File: config.mk
export PLATFORM = sky130hd
export DESIGN_NAME = dbg_target_port_flat
export DESIGN_NICKNAME = d
export VERILOG_FILES = /design/src/rtl/dbg_target_port_if.sv /design/src/rtl/dbg_target_port.sv /design/src/flat_wrapper.sv
export SDC_FILE = /design/constraint.sdc
export NUM_CORES = 1
export LEC_CHECK = 0
export ABC_AREA = 1
export BUFFER_PORTS_ARGS = -buffer_cell sky130_fd_sc_hd__buf_4
export CORE_MARGIN = 2
export CORE_UTILIZATION = 30
export CTS_CLUSTER_SIZE = 40
export DETAILED_ROUTE_END_ITERATION = 8
export SYNTH_ARGS = -nofsm -noshare
export SYNTH_HDL_FRONTEND = slang
export SYNTH_SLANG_ARGS = --single-unit
File: constraint.sdc
create_clock -name clk -period 2.7 [get_ports clk]
set_input_delay 0.54 -clock clk [delete_from_list [all_inputs] [get_ports clk]]
set_output_delay 0.54 -clock clk [all_outputs]
set_load 0.03 [all_outputs]
File: src/rtl/dbg_target_port_if.sv
// Command/handshake bundle between the UART debug controller (master) and
// dbg_target_port (slave): command strobes in, busy/read-back/status out.
interface dbg_target_port_if;
  logic        valid;
  logic        pause;
  logic        resume;
  logic        reset;
  logic        mem_rd;
  logic        mem_wr;
  logic        reg_rd;
  logic        reg_wr;
  logic [1:0]  mem_size;
  logic [31:0] addr;
  logic [31:0] wdata;
  logic        busy;
  logic [31:0] rdata;
  logic        halted;
  logic        access_err;

  modport master (
    output valid, pause, resume, reset, mem_rd, mem_wr, reg_rd, reg_wr,
           mem_size, addr, wdata,
    input  busy, rdata, halted, access_err
  );

  modport slave (
    input  valid, pause, resume, reset, mem_rd, mem_wr, reg_rd, reg_wr,
           mem_size, addr, wdata,
    output busy, rdata, halted, access_err
  );
endinterface

File: src/rtl/dbg_target_port.sv
// MCU-side responder for debugger command strobes: halts/resets the core and runs
// data-memory and register-file accesses. Optional access timeout: DBG_MEM_TIMEOUT_EN.
module dbg_target_port #(
  parameter int PAUSE_DRAIN = 2,
  parameter int RST_CYCLES  = 4
`ifdef DBG_MEM_TIMEOUT_EN
  ,
  parameter int MEM_TIMEOUT = 64
`endif
) (
  input  logic              clk,
  input  logic              rst_n,
  dbg_target_port_if.slave  dbg,
  output logic              cpu_halt,
  output logic              cpu_rst,
  output logic              dmem_req,
  output logic              dmem_we,
  output logic [1:0]        dmem_size,
  output logic [31:0]       dmem_addr,
  output logic [31:0]       dmem_wdata,
  input  logic              dmem_ack,
  input  logic [31:0]       dmem_rdata,
  output logic              rf_en,
  output logic              rf_we,
  output logic [4:0]        rf_addr,
  output logic [31:0]       rf_wdata,
  input  logic [31:0]       rf_rdata
);

  localparam logic [2:0] IDLE   = 3'd0;
  localparam logic [2:0] DRAIN  = 3'd1;
  localparam logic [2:0] RST    = 3'd2;
  localparam logic [2:0] MEM    = 3'd3;
  localparam logic [2:0] REG_RD = 3'd4;
  localparam logic [2:0] REG_WR = 3'd5;

  localparam int CNT_MAX = (PAUSE_DRAIN > RST_CYCLES) ? PAUSE_DRAIN : RST_CYCLES;
  localparam int CNT_W   = $clog2(CNT_MAX + 1);

  logic [2:0]       state;
  logic [CNT_W-1:0] cnt;
  logic             halted_q;
  logic [31:0]      rdata_q;
  logic             err_q;
  logic             is_access;

  assign is_access      = dbg.mem_wr | dbg.mem_rd | dbg.reg_wr | dbg.reg_rd;
  assign dbg.busy       = dbg.valid | (state != IDLE);
  assign dbg.rdata      = rdata_q;
  assign dbg.halted     = halted_q;
  assign dbg.access_err = err_q;

  function automatic logic [31:0] size_mask(input logic [1:0] size, input logic [31:0] d);
    case (size)
      2'd0:    return {24'b0, d[7:0]};
      2'd1:    return {16'b0, d[15:0]};
      default: return d;
    endcase
  endfunction

`ifdef DBG_MEM_TIMEOUT_EN
  localparam int TMO_W = $clog2(MEM_TIMEOUT + 1);
  logic [TMO_W-1:0] tmo_cnt;
  logic             tmo_hit;

  // Counts cycles the request has been outstanding; restarts with each new command.
  always_ff @(posedge clk or negedge rst_n) begin
    if (!rst_n)
      tmo_cnt <= '0;
    else if (dbg.valid && (state == IDLE))
      tmo_cnt <= '0;
    else if (state == MEM)
      tmo_cnt <= tmo_cnt + 1'b1;
  end

  assign tmo_hit = (tmo_cnt == TMO_W'(MEM_TIMEOUT - 1));
`endif

  // Command decode happens only in IDLE; strobe priority is the if/else order.
  always_ff @(posedge clk or negedge rst_n) begin
    if (!rst_n) begin
      state      <= IDLE;
      cnt        <= '0;
      halted_q   <= 1'b0;
      rdata_q    <= '0;
      err_q      <= 1'b0;
      cpu_halt   <= 1'b0;
      cpu_rst    <= 1'b0;
      dmem_req   <= 1'b0;
      dmem_we    <= 1'b0;
      dmem_size  <= '0;
      dmem_addr  <= '0;
      dmem_wdata <= '0;
      rf_en      <= 1'b0;
      rf_we      <= 1'b0;
      rf_addr    <= '0;
      rf_wdata   <= '0;
    end else begin
      err_q <= 1'b0;
      case (state)
        IDLE: begin
          if (dbg.valid) begin
            if (dbg.reset) begin
              cpu_rst  <= 1'b1;
              cpu_halt <= 1'b0;
              halted_q <= 1'b0;
              cnt      <= CNT_W'(RST_CYCLES - 1);
              state    <= RST;
            end else if (dbg.pause) begin
              if (!halted_q) begin
                cpu_halt <= 1'b1;
                cnt      <= CNT_W'(PAUSE_DRAIN - 1);
                state    <= DRAIN;
              end
            end else if (dbg.resume) begin
              cpu_halt <= 1'b0;
              halted_q <= 1'b0;
            end else if (is_access && !halted_q) begin
              err_q <= 1'b1;
            end else if (dbg.mem_wr || dbg.mem_rd) begin
              dmem_req   <= 1'b1;
              dmem_we    <= dbg.mem_wr;
              dmem_size  <= dbg.mem_size;
              dmem_addr  <= dbg.addr;
              dmem_wdata <= dbg.wdata;
              state      <= MEM;
            end else if (dbg.reg_wr) begin
              rf_en    <= 1'b1;
              rf_we    <= |dbg.addr[4:0];
              rf_addr  <= dbg.addr[4:0];
              rf_wdata <= dbg.wdata;
              state    <= REG_WR;
            end else if (dbg.reg_rd) begin
              rf_en   <= 1'b1;
              rf_we   <= 1'b0;
              rf_addr <= dbg.addr[4:0];
              state   <= REG_RD;
            end
          end
        end
        DRAIN: begin
          if (cnt == '0) begin
            halted_q <= 1'b1;
            state    <= IDLE;
          end else begin
            cnt <= cnt - 1'b1;
          end
        end
        RST: begin
          if (cnt == '0) begin
            cpu_rst <= 1'b0;
            state   <= IDLE;
          end else begin
            cnt <= cnt - 1'b1;
          end
        end
        MEM: begin
          if (dmem_ack) begin
            dmem_req <= 1'b0;
            if (!dmem_we)
              rdata_q <= size_mask(dmem_size, dmem_rdata);
            state <= IDLE;
          end
`ifdef DBG_MEM_TIMEOUT_EN
          else if (tmo_hit) begin
            dmem_req <= 1'b0;
            if (!dmem_we)
              rdata_q <= 32'hDEAD_BEEF;
            err_q <= 1'b1;
            state <= IDLE;
          end
`endif
        end
        REG_RD: begin
          rf_en   <= 1'b0;
          rdata_q <= rf_rdata;
          state   <= IDLE;
        end
        REG_WR: begin
          rf_en <= 1'b0;
          rf_we <= 1'b0;
          state <= IDLE;
        end
        default: state <= IDLE;
      endcase
    end
  end

endmodule

File: src/flat_wrapper.sv
// flat-port wrapper written by rule: the top's interface ports become plain ports
module dbg_target_port_flat 
#(
  parameter int PAUSE_DRAIN = 2,
  parameter int RST_CYCLES  = 4

)
  (clk, rst_n, cpu_halt, cpu_rst, dmem_req, dmem_we, dmem_size, dmem_addr, dmem_wdata, dmem_ack, dmem_rdata, rf_en, rf_we, rf_addr, rf_wdata, rf_rdata, dbg_valid, dbg_pause, dbg_resume, dbg_reset, dbg_mem_rd, dbg_mem_wr, dbg_reg_rd, dbg_reg_wr, dbg_mem_size, dbg_addr, dbg_wdata, dbg_busy, dbg_rdata, dbg_halted, dbg_access_err);
  dbg_target_port_if dbg_i ();
  input  logic clk;
  input  logic rst_n;
  output logic cpu_halt;
  output logic cpu_rst;
  output logic dmem_req;
  output logic dmem_we;
  output logic [1:0] dmem_size;
  output logic [31:0] dmem_addr;
  output logic [31:0] dmem_wdata;
  input  logic dmem_ack;
  input  logic [31:0] dmem_rdata;
  output logic rf_en;
  output logic rf_we;
  output logic [4:0] rf_addr;
  output logic [31:0] rf_wdata;
  input  logic [31:0] rf_rdata;
  input wire logic [$bits(dbg_i.valid)-1:0] dbg_valid;
  input wire logic [$bits(dbg_i.pause)-1:0] dbg_pause;
  input wire logic [$bits(dbg_i.resume)-1:0] dbg_resume;
  input wire logic [$bits(dbg_i.reset)-1:0] dbg_reset;
  input wire logic [$bits(dbg_i.mem_rd)-1:0] dbg_mem_rd;
  input wire logic [$bits(dbg_i.mem_wr)-1:0] dbg_mem_wr;
  input wire logic [$bits(dbg_i.reg_rd)-1:0] dbg_reg_rd;
  input wire logic [$bits(dbg_i.reg_wr)-1:0] dbg_reg_wr;
  input wire logic [$bits(dbg_i.mem_size)-1:0] dbg_mem_size;
  input wire logic [$bits(dbg_i.addr)-1:0] dbg_addr;
  input wire logic [$bits(dbg_i.wdata)-1:0] dbg_wdata;
  output wire logic [$bits(dbg_i.busy)-1:0] dbg_busy;
  output wire logic [$bits(dbg_i.rdata)-1:0] dbg_rdata;
  output wire logic [$bits(dbg_i.halted)-1:0] dbg_halted;
  output wire logic [$bits(dbg_i.access_err)-1:0] dbg_access_err;
  assign dbg_i.valid = dbg_valid;
  assign dbg_i.pause = dbg_pause;
  assign dbg_i.resume = dbg_resume;
  assign dbg_i.reset = dbg_reset;
  assign dbg_i.mem_rd = dbg_mem_rd;
  assign dbg_i.mem_wr = dbg_mem_wr;
  assign dbg_i.reg_rd = dbg_reg_rd;
  assign dbg_i.reg_wr = dbg_reg_wr;
  assign dbg_i.mem_size = dbg_mem_size;
  assign dbg_i.addr = dbg_addr;
  assign dbg_i.wdata = dbg_wdata;
  assign dbg_busy = dbg_i.busy;
  assign dbg_rdata = dbg_i.rdata;
  assign dbg_halted = dbg_i.halted;
  assign dbg_access_err = dbg_i.access_err;
  dbg_target_port #(.PAUSE_DRAIN(PAUSE_DRAIN), .RST_CYCLES(RST_CYCLES)) u_core (.clk(clk), .rst_n(rst_n), .dbg(dbg_i), .cpu_halt(cpu_halt), .cpu_rst(cpu_rst), .dmem_req(dmem_req), .dmem_we(dmem_we), .dmem_size(dmem_size), .dmem_addr(dmem_addr), .dmem_wdata(dmem_wdata), .dmem_ack(dmem_ack), .dmem_rdata(dmem_rdata), .rf_en(rf_en), .rf_we(rf_we), .rf_addr(rf_addr), .rf_wdata(rf_wdata), .rf_rdata(rf_rdata));
endmodule
### After elaboration in Yosys (flattened, before gate mapping)

Cells that the tools add are included.

* flip-flop bits (word level): 149
* word-level logic and storage cells: 155
* input port bits: 141
* output and inout port bits: 144

* muxes and demuxes: 68
* bitwise logic cells: 9
* equal/unequal tests: 30
* add/subtract/negate cells: 1
* reduce and logical (&&, ||, !) cells: 31

Operators by type and width (count)
* $pmux W32 S2: 2
* $mux W32: 2
* $mux W3: 15
* $mux W1: 40
* $reduce_and A8 Y1: 5
* $ne A2 B2 Y1 const B: 10
* $ne A3 B3 Y1 const B: 6
* $reduce_bool A2 Y1: 8
* $reduce_and A7 Y1: 2
* $ne A4 B4 Y1 const B: 3
* $mux W5: 2
* $pmux W1 S2: 5
* $reduce_and A5 Y1: 2
* $pmux W3 S3: 1
* $ne A2 B1 Y1 const B: 4
* $reduce_and A4 Y1: 2
* $eq A3 B2 Y1 const B: 2
* $eq A3 B3 Y1 const B: 2
* $logic_not A3 Y1: 2
* $ne A6 B5 Y1 const B: 1
* $pmux W3 S2: 1
* $reduce_bool A3 Y1: 2
* $not A1 Y1: 5
* $reduce_or A5 Y1: 1
* other kinds (10): 14

### Longest topological paths before layout

* depth after elaboration: 10
* depth in mapped cells: 10
* depth with buffers taken out: 9

### Least setup slack after synthesis

No wires, ideal clock.

* kind: input to register
* start point: input port dbg_reset
* end point: register u_core.rf_wdata[0]
* required time: 2.570 ns
* arrival: 1.426 ns
* cell stages on the path: 7
* path buffers: 1
* path slack: 1.144 ns
* setup time: 0.130 ns
* cells stage by stage: nor2_1 > nand2_1 > nor2_1 > nand3_4 > clkbuf_1 > nand2_1 > o21ai_0

* longest elaborated chain between the ends: 2

Ends and longest elaborated chain
* from (decl): RTL line flat_wrapper.sv:29 `input wire logic [$bits(dbg_i.reset)-1:0] dbg_reset;`
* $not A1 Y1 (no source line)
* $reduce_and A8 Y1 (no source line)
* to (signal assigned): RTL line dbg_target_port.sv:131 `rf_wdata <= dbg.wdata;`
* to (decl): RTL line dbg_target_port.sv:26 `output logic [31:0] rf_wdata,`

Every way passes these cells.
A chain may end at the register's enable or synchronous reset.

### Worst setup path in the final report

* start point: register u_core.state[1]
* end point: output port dbg_busy

* longest elaborated chain between the ends: 2

Ends and longest elaborated chain
* from (decl): RTL line dbg_target_port.sv:40 `logic [2:0] state;`
* from (signal assigned): RTL line dbg_target_port.sv:82 `state <= IDLE;`
* from (signal assigned): RTL line dbg_target_port.sv:108 `state <= RST;`
* from (signal assigned): RTL line dbg_target_port.sv:113 `state <= DRAIN;`
* $reduce_bool A3 Y1: RTL line dbg_target_port.sv:48 `assign dbg.busy = dbg.valid | (state != IDLE);`
* $or A1 B1 Y1: RTL line dbg_target_port.sv:48
* to (decl): RTL line flat_wrapper.sv:37 `output wire logic [$bits(dbg_i.busy)-1:0] dbg_busy;`

Every way passes these cells.

==> flow_metrics.tcl <==
set metrics [dict create \
    outcome "finished, final reports clean" \
    setup_violations 0 \
    hold_slack_ps 65.1 \
    ys_ff_latch 149 \
    path_class "reg2out" \
    drive_above_1_share_pct 32.9 \
    route.vias.total 5647 \
    ctsResizeCount 0 \
    fin_util_pct 44.8 \
    antenna_cells 0 \
    final_antenna_net_count 0 \
    seqCellArea_mm2 0.00373 \
    holdCritPathClass "in2async" \
    crit_fanout 8 \
    track_usage_pct 16.5 \
    core_mm2 0.0210 \
    numCtsBuffers 17 \
    syn_inst 728 \
    cts_root_buf "clkbuf_16" \
    port_buffers 284 \
    p_leak_nw 5.09 \
    worst_path_max_delay_cell "dfrtp_1" \
    gp_congestion 0.873 \
    max_slew_margin_pct 45.1 \
    max_freq_mhz 508 \
    peakVddDrop_uv 575 \
    worstPathCellList "nor2_4 -> nand3_1 -> buf_4" \
    synth_nets 871 \
    syn_to_final_growth_pct 46.9 \
    fin_cells 1293 \
    cp-start-kind "flip-flop" \
    antenna_found_initial 0 \
    die_y_um 150 \
    maxCapViolCount 0 \
    ys_seq_area_share_pct 58.4 \
    skew_ps 7.16 \
    dr.pass1.iters 5 \
    place_worst_setup_slack_ps 626 \
    drc 0 \
    avgSynthCellArea_um2 8.78 \
    cts_htree_levels 4 \
    placementRows 53 \
    grt_pass1_vias 5351 \
    grt-ovfl-total 0 \
    insertion_delay_ps 410 \
    tritoncts "done" \
    dp_hpwl_mm 14.0 \
    power-per-cell-area_mw_per_mm2 1190 \
    postCtsHoldBufs 0 \
    path_delay_family "flip-flops" \
    finalHoldViolations 0 \
    grt_max_degree 88 \
    avgViaCountPerCell 4.37 \
    final_common_cell "buf_4" \
    synth.distinct_cells 24 \
    layout_common_cells "buf_4 (293), nand2_1 (192), dfrtp_1 (149)" \
    tns_ps 0 \
    tightest_slew_ps 823 \
    clk_path_buf_depth 2 \
    fin_nets 1148 \
    fin_crit_ps 1970 \
    setup_slack_ps 732 \
    grt_first_pass_wirelength_mm 28.6 \
    worstPathRequired_ps 2160 \
    netlist_area_mm2 0.00639 \
    rsz0062_at_grt "no" \
    post_drt_wl_per_cell_um 14.5 \
    cts_setup_buffers 0 \
    start_util_pct 30.5 \
    multiInputGateArea_mm2 0.00211 \
    io_pins 285 \
    clock_sinks 149 \
    cp_data_arrival_time_ps 1430 \
    die_x_um 150 \
    min_period_over_period_pct 72.9 \
    place_inst 1261 \
    end_kind "output pin" \
    drt_iter0_markers 224 \
    dieArea_mm2 0.0225 \
    ys_warn_count 0 \
    clk_pin_slew_ps 70 \
    fillCellCount 2079 \
    rrSetupSlack_ps 800 \
    slowest_delay_ps 480 \
    drv_slew 0 \
    drt_wl_total_mm 18.7 \
    path_buf_inv 1 \
]
-- area by class of cell --
type | count | share of cell area, %
clock buffers | 17 | 4.53
clock inverters | 15 | 2.48
inverters | 85 | 3.40
multi-input cells | 457 | 22.4
flip-flops and latches | 149 | 39.7
well taps | 275 | 3.67
repair buffers | 295 | 23.8
-- worst paths after layout --
kind                              startpoint              endpoint  depth (start not counted)
setup reg to reg           u_core.dbg.halted   u_core.dmem_addr[0]                          6
hold reg to reg                u_core.cnt[1]         u_core.cnt[1]                          2
setup / recovery             u_core.state[1]              dbg_busy                          3
min in group clk                dbg_addr[22]  u_core.dmem_addr[22]                          3
hold / removal                         rst_n   u_core.dbg.rdata[8]                          1
max in group asynchronous              rst_n   u_core.rf_wdata[12]                          2
-- flip-flops by register name, indices dropped and copies added (netlist names) --
register               count
u_core.dmem_we             1
u_core.rf_we               1
u_core.dmem_size           2
u_core.rf_addr             5
u_core.cpu_rst             1
u_core.dbg.halted          1
u_core.dmem_wdata         32
u_core.dmem_addr          32
u_core.state               3
u_core.rf_en               1
u_core.dbg.rdata          32
u_core.rf_wdata           32
u_core.dmem_req            1
u_core.cnt                 3
u_core.dbg.access_err      1
u_core.cpu_halt            1
-- synthesized netlist by cell type --
| cell | number | area, um^2 |
|---|---|---|
| nand2_1 | 193 | 724 |
| dfrtp_1 | 149 | 3730 |
| inv_1 | 85 | 319 |
| o21ai_0 | 71 | 355 |
| o21ai_1 | 61 | 305 |
| nor2_1 | 52 | 195 |
| a21oi_1 | 40 | 200 |
| clkbuf_1 | 14 | 52.6 |
| buf_2 | 10 | 50.1 |
| buf_6 | 10 | 113 |
| nand3_1 | 9 | 45.0 |
| mux2i_1 | 8 | 80.1 |
| nor3_1 | 5 | 25.0 |
| nand4_1 | 4 | 25.0 |
| buf_4 | 3 | 22.5 |
| nor2_4 | 3 | 33.8 |
| ha_1 | 2 | 25.0 |
| nand3_4 | 2 | 35.0 |
| nand3b_1 | 2 | 15.0 |
| a31oi_1 | 1 | 6.26 |
| and2_1 | 1 | 6.26 |
| nand2_4 | 1 | 11.3 |
| o22ai_1 | 1 | 6.26 |
| xor2_1 | 1 | 8.76 |
-- power breakdown --
part	internal [mW]	leakage [nW]	total, mW	switching (mW)
clock network	1.60	0.320	2.66	1.06
registers	3.11	1.91	3.65	0.542
logic	1.79	2.86	4.89	3.11
-- kinds of logic after synthesis --
kind of cell / after synthesis / synth area share, %
compound gates: 174 / 13.7
simple gates: 272 / 17.5
fa+ha+maj: 2 / 0.392
xor+xnor: 1 / 0.137
mux: 8 / 1.25
buf+inv: 122 / 8.72
flops: 149 / 58.4
-- stage by stage --
| step | instance area, um^2 | power (mW) |
|---|---|---|
| 2_1_floorplan | 6390 | 6.61 |
| 3_3_place_gp | 8730 | 8.57 |
| 3_5_place_dp | 8730 | 8.64 |
| 4_1_cts | 9390 | 11.4 |
| 5_1_grt | 9390 | 11.9 |
| 6_report | 9390 | 11.2 |
-- per-layer routing --
metal	vias up	track usage, %	part of all wire [%]
met2	231	25.6	45
met3	13	8.78	13
met4	0	4.34	1.0
met1	2537	19.9	41
met5	-	0	0
li1	2866	-	-
No activity file was read; power rests on OpenSTA's default activity.
